==> src/rtl/pipeline_hazard_ctrl_pkg.sv <==
// Shared definitions for the pipeline hazard controller: FSM state codes, drain defaults and
// register constants. Optional feature macro used by the top: PERF_CNT_EN.
package pipeline_hazard_ctrl_pkg;

    typedef enum logic [1:0] {
        StRun     = 2'd0,
        StDrain   = 2'd1,
        StSysWait = 2'd2,
        StResume  = 2'd3
    } state_e;

    localparam int unsigned DRAIN_CYCLES_DEF = 3;
    // Wide enough for the full legal DRAIN_CYCLES range of 1..7.
    localparam int unsigned DRAIN_CNT_W      = 3;
    localparam logic [4:0]  REG_ZERO         = 5'd0;

endpackage

==> src/rtl/pipeline_hazard_ctrl_if.sv <==
// Pipeline-side signal bundle for the hazard controller. The master side is the datapath and
// syscall service model; the slave side is the controller itself.
interface pipeline_hazard_ctrl_if;

    logic [4:0] id_rs;
    logic [4:0] id_rt;
    logic       id_uses_rs;
    logic       id_uses_rt;
    logic       id_sys;
    logic       id_jump;
    logic       id_jr;
    logic       ex_memread;
    logic [4:0] ex_rt;
    logic       ex_br_taken;
    logic       sys_ack;

    logic       pc_hold;
    logic       ifid_flush;
    logic       idex_bubble;
    logic       sys_req;
    logic       sys_issue;

    modport master (
        output id_rs, id_rt, id_uses_rs, id_uses_rt, id_sys, id_jump, id_jr,
        output ex_memread, ex_rt, ex_br_taken, sys_ack,
        input  pc_hold, ifid_flush, idex_bubble, sys_req, sys_issue
    );

    modport slave (
        input  id_rs, id_rt, id_uses_rs, id_uses_rt, id_sys, id_jump, id_jr,
        input  ex_memread, ex_rt, ex_br_taken, sys_ack,
        output pc_hold, ifid_flush, idex_bubble, sys_req, sys_issue
    );

endinterface

==> src/rtl/pipeline_hazard_ctrl_load_use_detect.sv <==
// Combinational load-use compare between the load in EX and the source operands in ID.
module pipeline_hazard_ctrl_load_use_detect
    import pipeline_hazard_ctrl_pkg::*;
(
    input  logic [4:0] id_rs,
    input  logic [4:0] id_rt,
    input  logic       id_uses_rs,
    input  logic       id_uses_rt,
    input  logic       ex_memread,
    input  logic [4:0] ex_rt,
    output logic       hazard
);

    logic rs_match;
    logic rt_match;

    assign rs_match = id_uses_rs && (id_rs == ex_rt);
    assign rt_match = id_uses_rt && (id_rt == ex_rt);

    // A load into $0 never produces a value anyone can depend on.
    assign hazard = ex_memread && (ex_rt != REG_ZERO) && (rs_match || rt_match);

endmodule

==> src/rtl/pipeline_hazard_ctrl.sv <==
// Hazard sequencer for the 5-stage pipeline: load-use stalls, branch/jump flushes and syscall
// drain with a req/ack service handshake. Define PERF_CNT_EN to build the stall/flush counters.
module pipeline_hazard_ctrl
    import pipeline_hazard_ctrl_pkg::*;
#(
    parameter int unsigned DRAIN_CYCLES = DRAIN_CYCLES_DEF,
    parameter int unsigned CNT_W        = 32
) (
    input  logic                 clk,
    input  logic                 rst_b,
    pipeline_hazard_ctrl_if.slave hz,
    output logic [CNT_W-1:0]     stall_cnt,
    output logic [CNT_W-1:0]     flush_cnt
);

    localparam logic [DRAIN_CNT_W-1:0] DRAIN_LOAD = DRAIN_CNT_W'(DRAIN_CYCLES - 1);

    state_e                 state_q, state_d;
    logic [DRAIN_CNT_W-1:0] cnt_q, cnt_d;

    logic load_use;
    logic pc_hold;
    logic ifid_flush;
    logic idex_bubble;
    logic sys_req;
    logic sys_issue;

    pipeline_hazard_ctrl_load_use_detect u_load_use_detect (
        .id_rs      (hz.id_rs),
        .id_rt      (hz.id_rt),
        .id_uses_rs (hz.id_uses_rs),
        .id_uses_rt (hz.id_uses_rt),
        .ex_memread (hz.ex_memread),
        .ex_rt      (hz.ex_rt),
        .hazard     (load_use)
    );

    always_ff @(posedge clk or negedge rst_b) begin
        if (!rst_b) begin
            state_q <= StRun;
            cnt_q   <= '0;
        end else begin
            state_q <= state_d;
            cnt_q   <= cnt_d;
        end
    end

    always_comb begin
        state_d     = state_q;
        cnt_d       = cnt_q;
        pc_hold     = 1'b0;
        ifid_flush  = 1'b0;
        idex_bubble = 1'b0;
        sys_req     = 1'b0;
        sys_issue   = 1'b0;

        unique case (state_q)
            StRun: begin
                // A taken branch squashes everything younger, including a syscall in ID.
                if (hz.ex_br_taken) begin
                    ifid_flush  = 1'b1;
                    idex_bubble = 1'b1;
                end else if (load_use) begin
                    pc_hold     = 1'b1;
                    idex_bubble = 1'b1;
                end else if (hz.id_sys) begin
                    pc_hold     = 1'b1;
                    idex_bubble = 1'b1;
                    cnt_d       = DRAIN_LOAD;
                    state_d     = (DRAIN_LOAD == '0) ? StSysWait : StDrain;
                end else if (hz.id_jump || hz.id_jr) begin
                    ifid_flush = 1'b1;
                end
            end
            StDrain: begin
                pc_hold     = 1'b1;
                idex_bubble = 1'b1;
                if (cnt_q <= DRAIN_CNT_W'(1)) begin
                    cnt_d   = '0;
                    state_d = StSysWait;
                end else begin
                    cnt_d = cnt_q - DRAIN_CNT_W'(1);
                end
            end
            StSysWait: begin
                pc_hold     = 1'b1;
                idex_bubble = 1'b1;
                sys_req     = 1'b1;
                if (hz.sys_ack) begin
                    state_d = StResume;
                end
            end
            StResume: begin
                sys_issue = 1'b1;
                state_d   = StRun;
            end
            default: begin
                state_d = StRun;
            end
        endcase

        // Hold every output low while reset is asserted, even with hazards on the inputs.
        if (!rst_b) begin
            pc_hold     = 1'b0;
            ifid_flush  = 1'b0;
            idex_bubble = 1'b0;
            sys_req     = 1'b0;
            sys_issue   = 1'b0;
        end
    end

    assign hz.pc_hold     = pc_hold;
    assign hz.ifid_flush  = ifid_flush;
    assign hz.idex_bubble = idex_bubble;
    assign hz.sys_req     = sys_req;
    assign hz.sys_issue   = sys_issue;

`ifdef PERF_CNT_EN
    logic [CNT_W-1:0] stall_cnt_q;
    logic [CNT_W-1:0] flush_cnt_q;

    // Both counters saturate rather than wrap.
    always_ff @(posedge clk or negedge rst_b) begin
        if (!rst_b) begin
            stall_cnt_q <= '0;
            flush_cnt_q <= '0;
        end else begin
            if (pc_hold && (stall_cnt_q != '1)) begin
                stall_cnt_q <= stall_cnt_q + CNT_W'(1);
            end
            if (ifid_flush && (flush_cnt_q != '1)) begin
                flush_cnt_q <= flush_cnt_q + CNT_W'(1);
            end
        end
    end

    assign stall_cnt = stall_cnt_q;
    assign flush_cnt = flush_cnt_q;
`else
    assign stall_cnt = '0;
    assign flush_cnt = '0;
`endif

endmodule
==> src/flat_wrapper.sv <==
// flat-port wrapper written by rule: the top's interface ports become plain ports
module pipeline_hazard_ctrl_flat import pipeline_hazard_ctrl_pkg::*;
#(
    parameter int unsigned DRAIN_CYCLES = DRAIN_CYCLES_DEF,
    parameter int unsigned CNT_W        = 32
)
  (clk, rst_b, stall_cnt, flush_cnt, hz_id_rs, hz_id_rt, hz_id_uses_rs, hz_id_uses_rt, hz_id_sys, hz_id_jump, hz_id_jr, hz_ex_memread, hz_ex_rt, hz_ex_br_taken, hz_sys_ack, hz_pc_hold, hz_ifid_flush, hz_idex_bubble, hz_sys_req, hz_sys_issue);
  pipeline_hazard_ctrl_if hz_i ();
  input  logic clk;
  input  logic rst_b;
  output logic [CNT_W-1:0] stall_cnt;
  output logic [CNT_W-1:0] flush_cnt;
  input wire logic [$bits(hz_i.id_rs)-1:0] hz_id_rs;
  input wire logic [$bits(hz_i.id_rt)-1:0] hz_id_rt;
  input wire logic [$bits(hz_i.id_uses_rs)-1:0] hz_id_uses_rs;
  input wire logic [$bits(hz_i.id_uses_rt)-1:0] hz_id_uses_rt;
  input wire logic [$bits(hz_i.id_sys)-1:0] hz_id_sys;
  input wire logic [$bits(hz_i.id_jump)-1:0] hz_id_jump;
  input wire logic [$bits(hz_i.id_jr)-1:0] hz_id_jr;
  input wire logic [$bits(hz_i.ex_memread)-1:0] hz_ex_memread;
  input wire logic [$bits(hz_i.ex_rt)-1:0] hz_ex_rt;
  input wire logic [$bits(hz_i.ex_br_taken)-1:0] hz_ex_br_taken;
  input wire logic [$bits(hz_i.sys_ack)-1:0] hz_sys_ack;
  output wire logic [$bits(hz_i.pc_hold)-1:0] hz_pc_hold;
  output wire logic [$bits(hz_i.ifid_flush)-1:0] hz_ifid_flush;
  output wire logic [$bits(hz_i.idex_bubble)-1:0] hz_idex_bubble;
  output wire logic [$bits(hz_i.sys_req)-1:0] hz_sys_req;
  output wire logic [$bits(hz_i.sys_issue)-1:0] hz_sys_issue;
  assign hz_i.id_rs = hz_id_rs;
  assign hz_i.id_rt = hz_id_rt;
  assign hz_i.id_uses_rs = hz_id_uses_rs;
  assign hz_i.id_uses_rt = hz_id_uses_rt;
  assign hz_i.id_sys = hz_id_sys;
  assign hz_i.id_jump = hz_id_jump;
  assign hz_i.id_jr = hz_id_jr;
  assign hz_i.ex_memread = hz_ex_memread;
  assign hz_i.ex_rt = hz_ex_rt;
  assign hz_i.ex_br_taken = hz_ex_br_taken;
  assign hz_i.sys_ack = hz_sys_ack;
  assign hz_pc_hold = hz_i.pc_hold;
  assign hz_ifid_flush = hz_i.ifid_flush;
  assign hz_idex_bubble = hz_i.idex_bubble;
  assign hz_sys_req = hz_i.sys_req;
  assign hz_sys_issue = hz_i.sys_issue;
  pipeline_hazard_ctrl #(.DRAIN_CYCLES(DRAIN_CYCLES), .CNT_W(CNT_W)) u_core (.clk(clk), .rst_b(rst_b), .hz(hz_i), .stall_cnt(stall_cnt), .flush_cnt(flush_cnt));
endmodule
==> config.mk <==
export PLATFORM = sky130hd
export DESIGN_NAME = pipeline_hazard_ctrl_flat
export DESIGN_NICKNAME = d
export VERILOG_FILES = /design/src/rtl/pipeline_hazard_ctrl_pkg.sv /design/src/rtl/pipeline_hazard_ctrl_if.sv /design/src/rtl/pipeline_hazard_ctrl_load_use_detect.sv /design/src/rtl/pipeline_hazard_ctrl.sv /design/src/flat_wrapper.sv
export SDC_FILE = /design/constraint.sdc
export NUM_CORES = 1
export LEC_CHECK = 0
export CORE_AREA = 5 5 67 69
export DETAILED_ROUTE_END_ITERATION = 12
export DIE_AREA = 0 0 72 74
export PLACE_DENSITY_LB_ADDON = 0.2
export SYNTH_ARGS = -nofsm -noshare
export SYNTH_HDL_FRONTEND = slang
export SYNTH_HIERARCHICAL = 1
export SYNTH_SLANG_ARGS = --single-unit
==> constraint.sdc <==
create_clock -name clk -period 2.1 [get_ports clk]
set_clock_uncertainty 0.2 [all_clocks]
set_input_delay 0.42 -clock clk [delete_from_list [all_inputs] [get_ports clk]]
set_output_delay 0.42 -clock clk [all_outputs]
set_load 0.1 [all_outputs]
# Word-level counts from Yosys, hierarchy flattened
# Index checks and enable logic that the tools add are counted.
dict set report word_totals {
  regBits 5
  inputBits 25
  out_inout_bits 69
  wordCells 55
}
dict set report op_classes {
  n_addsub 1
  order_cmp 1
  eq_ne 10
  n_mux 29
  reduce_logical 12
}
# cell count
set op_table {}
lappend op_table {{$mux W1} 16}
lappend op_table {{$mux W3} 4}
lappend op_table {{$eq A5 B5 Y1} 2}
lappend op_table {{$mux W2} 5}
lappend op_table {{$ne A2 B2 Y1 const B} 4}
lappend op_table {{$pmux W2 S4} 1}
lappend op_table {{$pmux W3 S2} 1}
lappend op_table {{$reduce_and A5 Y1} 1}
lappend op_table {{$reduce_bool A5 Y1} 1}
lappend op_table {{$eq A2 B2 Y1 const B} 2}
lappend op_table {{$logic_and A1 B1 Y1} 4}
lappend op_table {{$pmux W1 S2} 2}
lappend op_table {{$reduce_and A4 Y1} 1}
lappend op_table {{$le A3 B1 Y1 const B} 1}
lappend op_table {{$sub A3 B1 Y3 const B} 1}
lappend op_table {{$eq A2 B1 Y1 const B} 1}
lappend op_table {{$logic_not A2 Y1} 1}
lappend op_table {{$logic_or A1 B1 Y1} 2}
lappend op_table {{$ne A2 B1 Y1 const B} 1}
lappend op_table {{$reduce_bool A2 Y1} 1}
lappend op_table {{$reduce_or A2 Y1} 1}

# Depth between registers and ports, before layout
dict set report logic_depth {
  word_depth 8
  ltp_mapped 8
}

# Hierarchy
# The synthesis kept the hierarchy.
# module n_inst cells_per_inst area_each_um2 seq_area_each_um2
set by_module_without_submodules {}
lappend by_module_without_submodules {pipeline_hazard_ctrl 1 115 933.4 125.1}
lappend by_module_without_submodules {pipeline_hazard_ctrl_load_use_detect 1 17 133.9 0.0}

# Worst setup path before layout
# Ideal clock, no wire load.
dict set report synth_path {
  path_type {input-to-output}
  from {input port hz_ex_rt[1]}
  to {output port hz_ifid_flush}
  t_arrival_ns 2.877
  t_required_ns 1.480
  setup_slack_ns -1.397
  stages 6
  cell_sequence {or4_1 > o21ai_1 > a21oi_1 > nor2_1 > o21ai_0 > a21oi_1}
}
dict set report synth_between {
  elab_chain_len 8
  word_cells_on_any_way 12
  classes_between {eq/ne (2); mux (4); reduce/logical (6)}
}
# item line
set synth_lines {}
lappend synth_lines {{start: declaration} flat_wrapper.sv:21} ;# input wire logic [$bits(hz_i.ex_rt)-1:0] hz_ex_rt;
lappend synth_lines {{$eq A5 B5 Y1, on equally long branches} {pipeline_hazard_ctrl_load_use_detect.sv:17, pipeline_hazard_ctrl_load_use_detect.sv:18}}
lappend synth_lines {{$logic_and A1 B1 Y1, on equally long branches} {pipeline_hazard_ctrl_load_use_detect.sv:17, pipeline_hazard_ctrl_load_use_detect.sv:18}}
lappend synth_lines {{$logic_or A1 B1 Y1} pipeline_hazard_ctrl_load_use_detect.sv:21} ;# assign hazard = ex_memread && (ex_rt != REG_ZERO) && (rs_match || rt_match);
lappend synth_lines {{$logic_and A1 B1 Y1 (*)} pipeline_hazard_ctrl_load_use_detect.sv:21}
lappend synth_lines {{via u_core.load_use} pipeline_hazard_ctrl.sv:21} ;# logic load_use;
lappend synth_lines {{$mux W1 (*)} pipeline_hazard_ctrl.sv:63} ;# end else if (load_use) begin
lappend synth_lines {{$mux W1 (*)} pipeline_hazard_ctrl.sv:60} ;# if (hz.ex_br_taken) begin
lappend synth_lines {{$mux W1 (*)} pipeline_hazard_ctrl.sv:57} ;# unique case (state_q)
lappend synth_lines {{$mux W1 (*)} pipeline_hazard_ctrl.sv:103} ;# if (!rst_b) begin
lappend synth_lines {{end: declaration} flat_wrapper.sv:25} ;# output wire logic [$bits(hz_i.ifid_flush)-1:0] hz_ifid_flush;
# Mark *: on every way through the listed nets, which the timed path passes. The rest lies on a longest branch.

# Worst setup path after layout
dict set report layout_path {
  from {input port hz_ex_rt[1]}
  to {output port hz_pc_hold}
}
dict set report layout_between {
  elab_chain_len 8
  word_cells_on_any_way 12
  classes_between {eq/ne (2); mux (4); reduce/logical (6)}
}
# item line
set layout_lines {}
lappend layout_lines {{$eq A5 B5 Y1, on equally long branches} {pipeline_hazard_ctrl_load_use_detect.sv:17, pipeline_hazard_ctrl_load_use_detect.sv:18}}
lappend layout_lines {{$logic_and A1 B1 Y1, on equally long branches} {pipeline_hazard_ctrl_load_use_detect.sv:17, pipeline_hazard_ctrl_load_use_detect.sv:18}}
lappend layout_lines {{$logic_or A1 B1 Y1} pipeline_hazard_ctrl_load_use_detect.sv:21}
lappend layout_lines {{$logic_and A1 B1 Y1 (*)} pipeline_hazard_ctrl_load_use_detect.sv:21}
lappend layout_lines {{via u_core.load_use} pipeline_hazard_ctrl.sv:21}
lappend layout_lines {{$mux W1 (*)} pipeline_hazard_ctrl.sv:63}
lappend layout_lines {{$mux W1 (*)} pipeline_hazard_ctrl.sv:60}
lappend layout_lines {{$pmux W1 S2 (*)} pipeline_hazard_ctrl.sv:57}
lappend layout_lines {{$mux W1 (*)} pipeline_hazard_ctrl.sv:103}
lappend layout_lines {{end: declaration} flat_wrapper.sv:24} ;# output wire logic [$bits(hz_i.pc_hold)-1:0] hz_pc_hold;
# Marks and branches as above.

==> results_dict.tcl <==
set metrics [dict create \
    status "finished with violations" \
    failed_checks "setup timing" \
    core_area_um2 3860 \
    ir_drop_mv 0.466 \
    setup_viol 3 \
    powerDensity_nw_per_um2 1410 \
    drt_iter0_drc 3 \
    p_leak_nw 0.695 \
    fin_area_um2 1380 \
    cp_max_fo 3 \
    area_growth_pct 29.0 \
    startpoint_type "primary input" \
    max_cap_violations 0 \
    clock_power_share 0.095 \
    worstPathArrival_ns 1.94 \
    pre_cts_ws_ns -0.905 \
    min_path_type "in -> async" \
    synthFlopType "dfrtp_1" \
    dr.pass1.iters 2 \
    synthTopCellsByArea "buf_4 (45%), dfrtp_1 (12%), ha_1 (8.2%)" \
    clk_pin_slew_worst_paths_ns 0.04 \
    rsz0062_at_grt "true" \
    num_antenna_cells 0 \
    rows 23 \
    fin_crit_sh 1.22 \
    ant_nets 0 \
    synth_area_per_cell_um2 8.09 \
    nets 205 \
    cts_root_buffer "clkbuf_8" \
    hold_viol_final 0 \
    die_h_um 74 \
    synth_top_area_frac 0.450 \
    grt_remaining_overflow 0 \
    cp-end-kind "output port" \
    synth_cell_types 30 \
    slew_viol_final 0 \
    via_per_inst 3.54 \
    fp.dieArea_um2 5330 \
    drc 0 \
    wirelength_um 2270 \
    worstSetupPathType "in -> out" \
    stdcell_count 222 \
    async_flop_share 1.00 \
    p_sw_w 0.00121 \
    drt-wirelength-per-cell_um 10.2 \
    crit_required_ns 1.48 \
    drive_gt1_frac 0.233 \
    place_area_um2 1320 \
    synth_edf_count 0 \
    cts.path.max_buffers 2 \
    ys_seq_area_frac 0.117 \
    antenna_found_initial 0 \
    htree_levels 1 \
    vias 785 \
    syn_inst 132 \
    fillCellCount 406 \
    numPlacedInstances 218 \
    hold_buffers 0 \
    io_pins 94 \
    grt_pass1_vias 778 \
    grt_use_total 0.0806 \
    intPower_w 0.000722 \
    whs_ns 0.265 \
    combPwrFrac 0.801 \
    cts.sinks 5 \
    ys_ff_latch 5 \
    syn_area_um2 1070 \
    fin_crit_ns 2.56 \
    yosysWarnings 6 \
    numCtsBuffers 3 \
    cts_tree "done" \
    p_seq_frac 0.104 \
    swShare 0.627 \
    grt_pass1_wl_um 3360 \
    start_util 0.277 \
    max_freq_mhz 390 \
    io_buffers 29 \
    grt_max_degree 8 \
    gp_congestion 0.680 \
    insertion_delay_ns 0.23 \
    die_width_um 72 \
    yosysTopAreaCell "buf_4" \
    setup_ws_ns -0.463 \
    detailed_place_hpwl_um 2040 \
]
## worst max-delay path, cell delays in order
cell,delay [ns]
buf_8,0.10
buf_6,0.10
xor2_1,0.13
nor4_1,0.27
nand3_1,0.13
a21oi_2,0.19
nor2_2,0.08
nor3b_2,0.17
nor2_2,0.07
nor2_4,0.09
buf_12,0.18
## cells in the mapped netlist, drive strengths merged, types with 2 or more instances
master	n
buf	64
xor2	8
ha	7
nor2	6
dfrtp	5
inv	5
o21ai	5
a21oi	3
nand2	3
nand2b	3
nand3	3
o31ai	3
and2	2
nor4	2
o21a	2
xnor2	2
## metrics by stage
| stage | setup TNS [ns] | total power (W) | utilization |
|---|---|---|---|
| 2_1_floorplan | -1.34 | 0.00147 | - |
| 3_3_place_gp | -5.06 | 0.00170 | 0.341 |
| 3_5_place_dp | -5.25 | 0.00172 | 0.341 |
| 4_1_cts | -1.36 | 0.00194 | 0.358 |
| 5_1_grt | -1.68 | 0.00203 | 0.357 |
| 6_report | -1.30 | 0.00193 | 0.357 |
## state kept, by name, indices dropped and copies added (netlist names)
signal and count:
u_core/cnt_q 3, u_core/state_q 2
## per-layer routing
| layer | global-route usage | share of wire | up-vias |
|---|---|---|---|
| met4 | 0.0438 | 0.017 | 0 |
| met5 | 0 | 0 | - |
| met3 | 0.0230 | 0.13 | 5 |
| met1 | 0.0773 | 0.33 | 348 |
| met2 | 0.155 | 0.52 | 54 |
| li1 | - | - | 378 |
## cells in the final DEF (no fill, tap or decap), drive strengths merged, types with 3 or more instances in the layout
cell type / count
conb: 64
buf: 19
clkdlybuf4s50: 11
xor2: 8
ha: 7
clkbuf: 6
nor2: 6
inv: 5
dfrtp: 5
o21ai: 5
clkdlybuf4s15: 4
nand2b: 3
nand2: 3
o31ai: 3
a21oi: 3
nand3: 3
## path summary, 6_finish.rpt
check / from / cells past startpoint / to / slack (ns)
worst max-delay path: hz_ex_rt[1] / 11 / hz_pc_hold / -0.46
worst min-delay path: rst_b / 2 / u_core/state_q[0] / 0.27
worst max register to register: u_core/state_q[0] / 6 / u_core/state_q[1] / 0.39
worst min register to register: u_core/cnt_q[0] / 1 / u_core/cnt_q[0] / 0.35
max in group asynchronous: rst_b / 3 / u_core/cnt_q[0] / 1.21
min in group clk: u_core/cnt_q[0] / 1 / u_core/cnt_q[0] / 0.35
## logic make-up after synthesis
logic type	after synthesis	share of synthesized area
buffers and inverters	69	0.468
and+or+nand+nor	22	0.117
AOI/OAI and AO/OA	17	0.116
xor gates and xnor gates	10	0.0821
adders and majority gates	7	0.0821
DFF	5	0.117
other	1	0.00351
muxes	1	0.0141
## power groups by stage
stage	registers [W]	clock network, W	logic (W)
floorplan	0.000189	0	0.00128
global placement	0.000202	0	0.00150
detailed placement	0.000204	0	0.00152
CTS	0.000203	0.000190	0.00155
global route	0.000211	0.000194	0.00163
finish	0.000201	0.000184	0.00155
## cell type report
cell class	instances	area (um2)	area share
inverter	5	18.8	0.0136
clock buffer	4	45.0	0.0327
multi-input combinational	121	746	0.542
tap	50	62.6	0.0455
timing repair buffer	37	379	0.275
sequential	5	125	0.0909
## repair_timing
item | 4_1_cts | 5_1_grt
pin swaps | 20 | 11
setup endpoints to repair | 8 | 7
buffers inserted | 1 | 1
gates resized for setup | 44 | 7
Power figures use the tool's default switching activity.
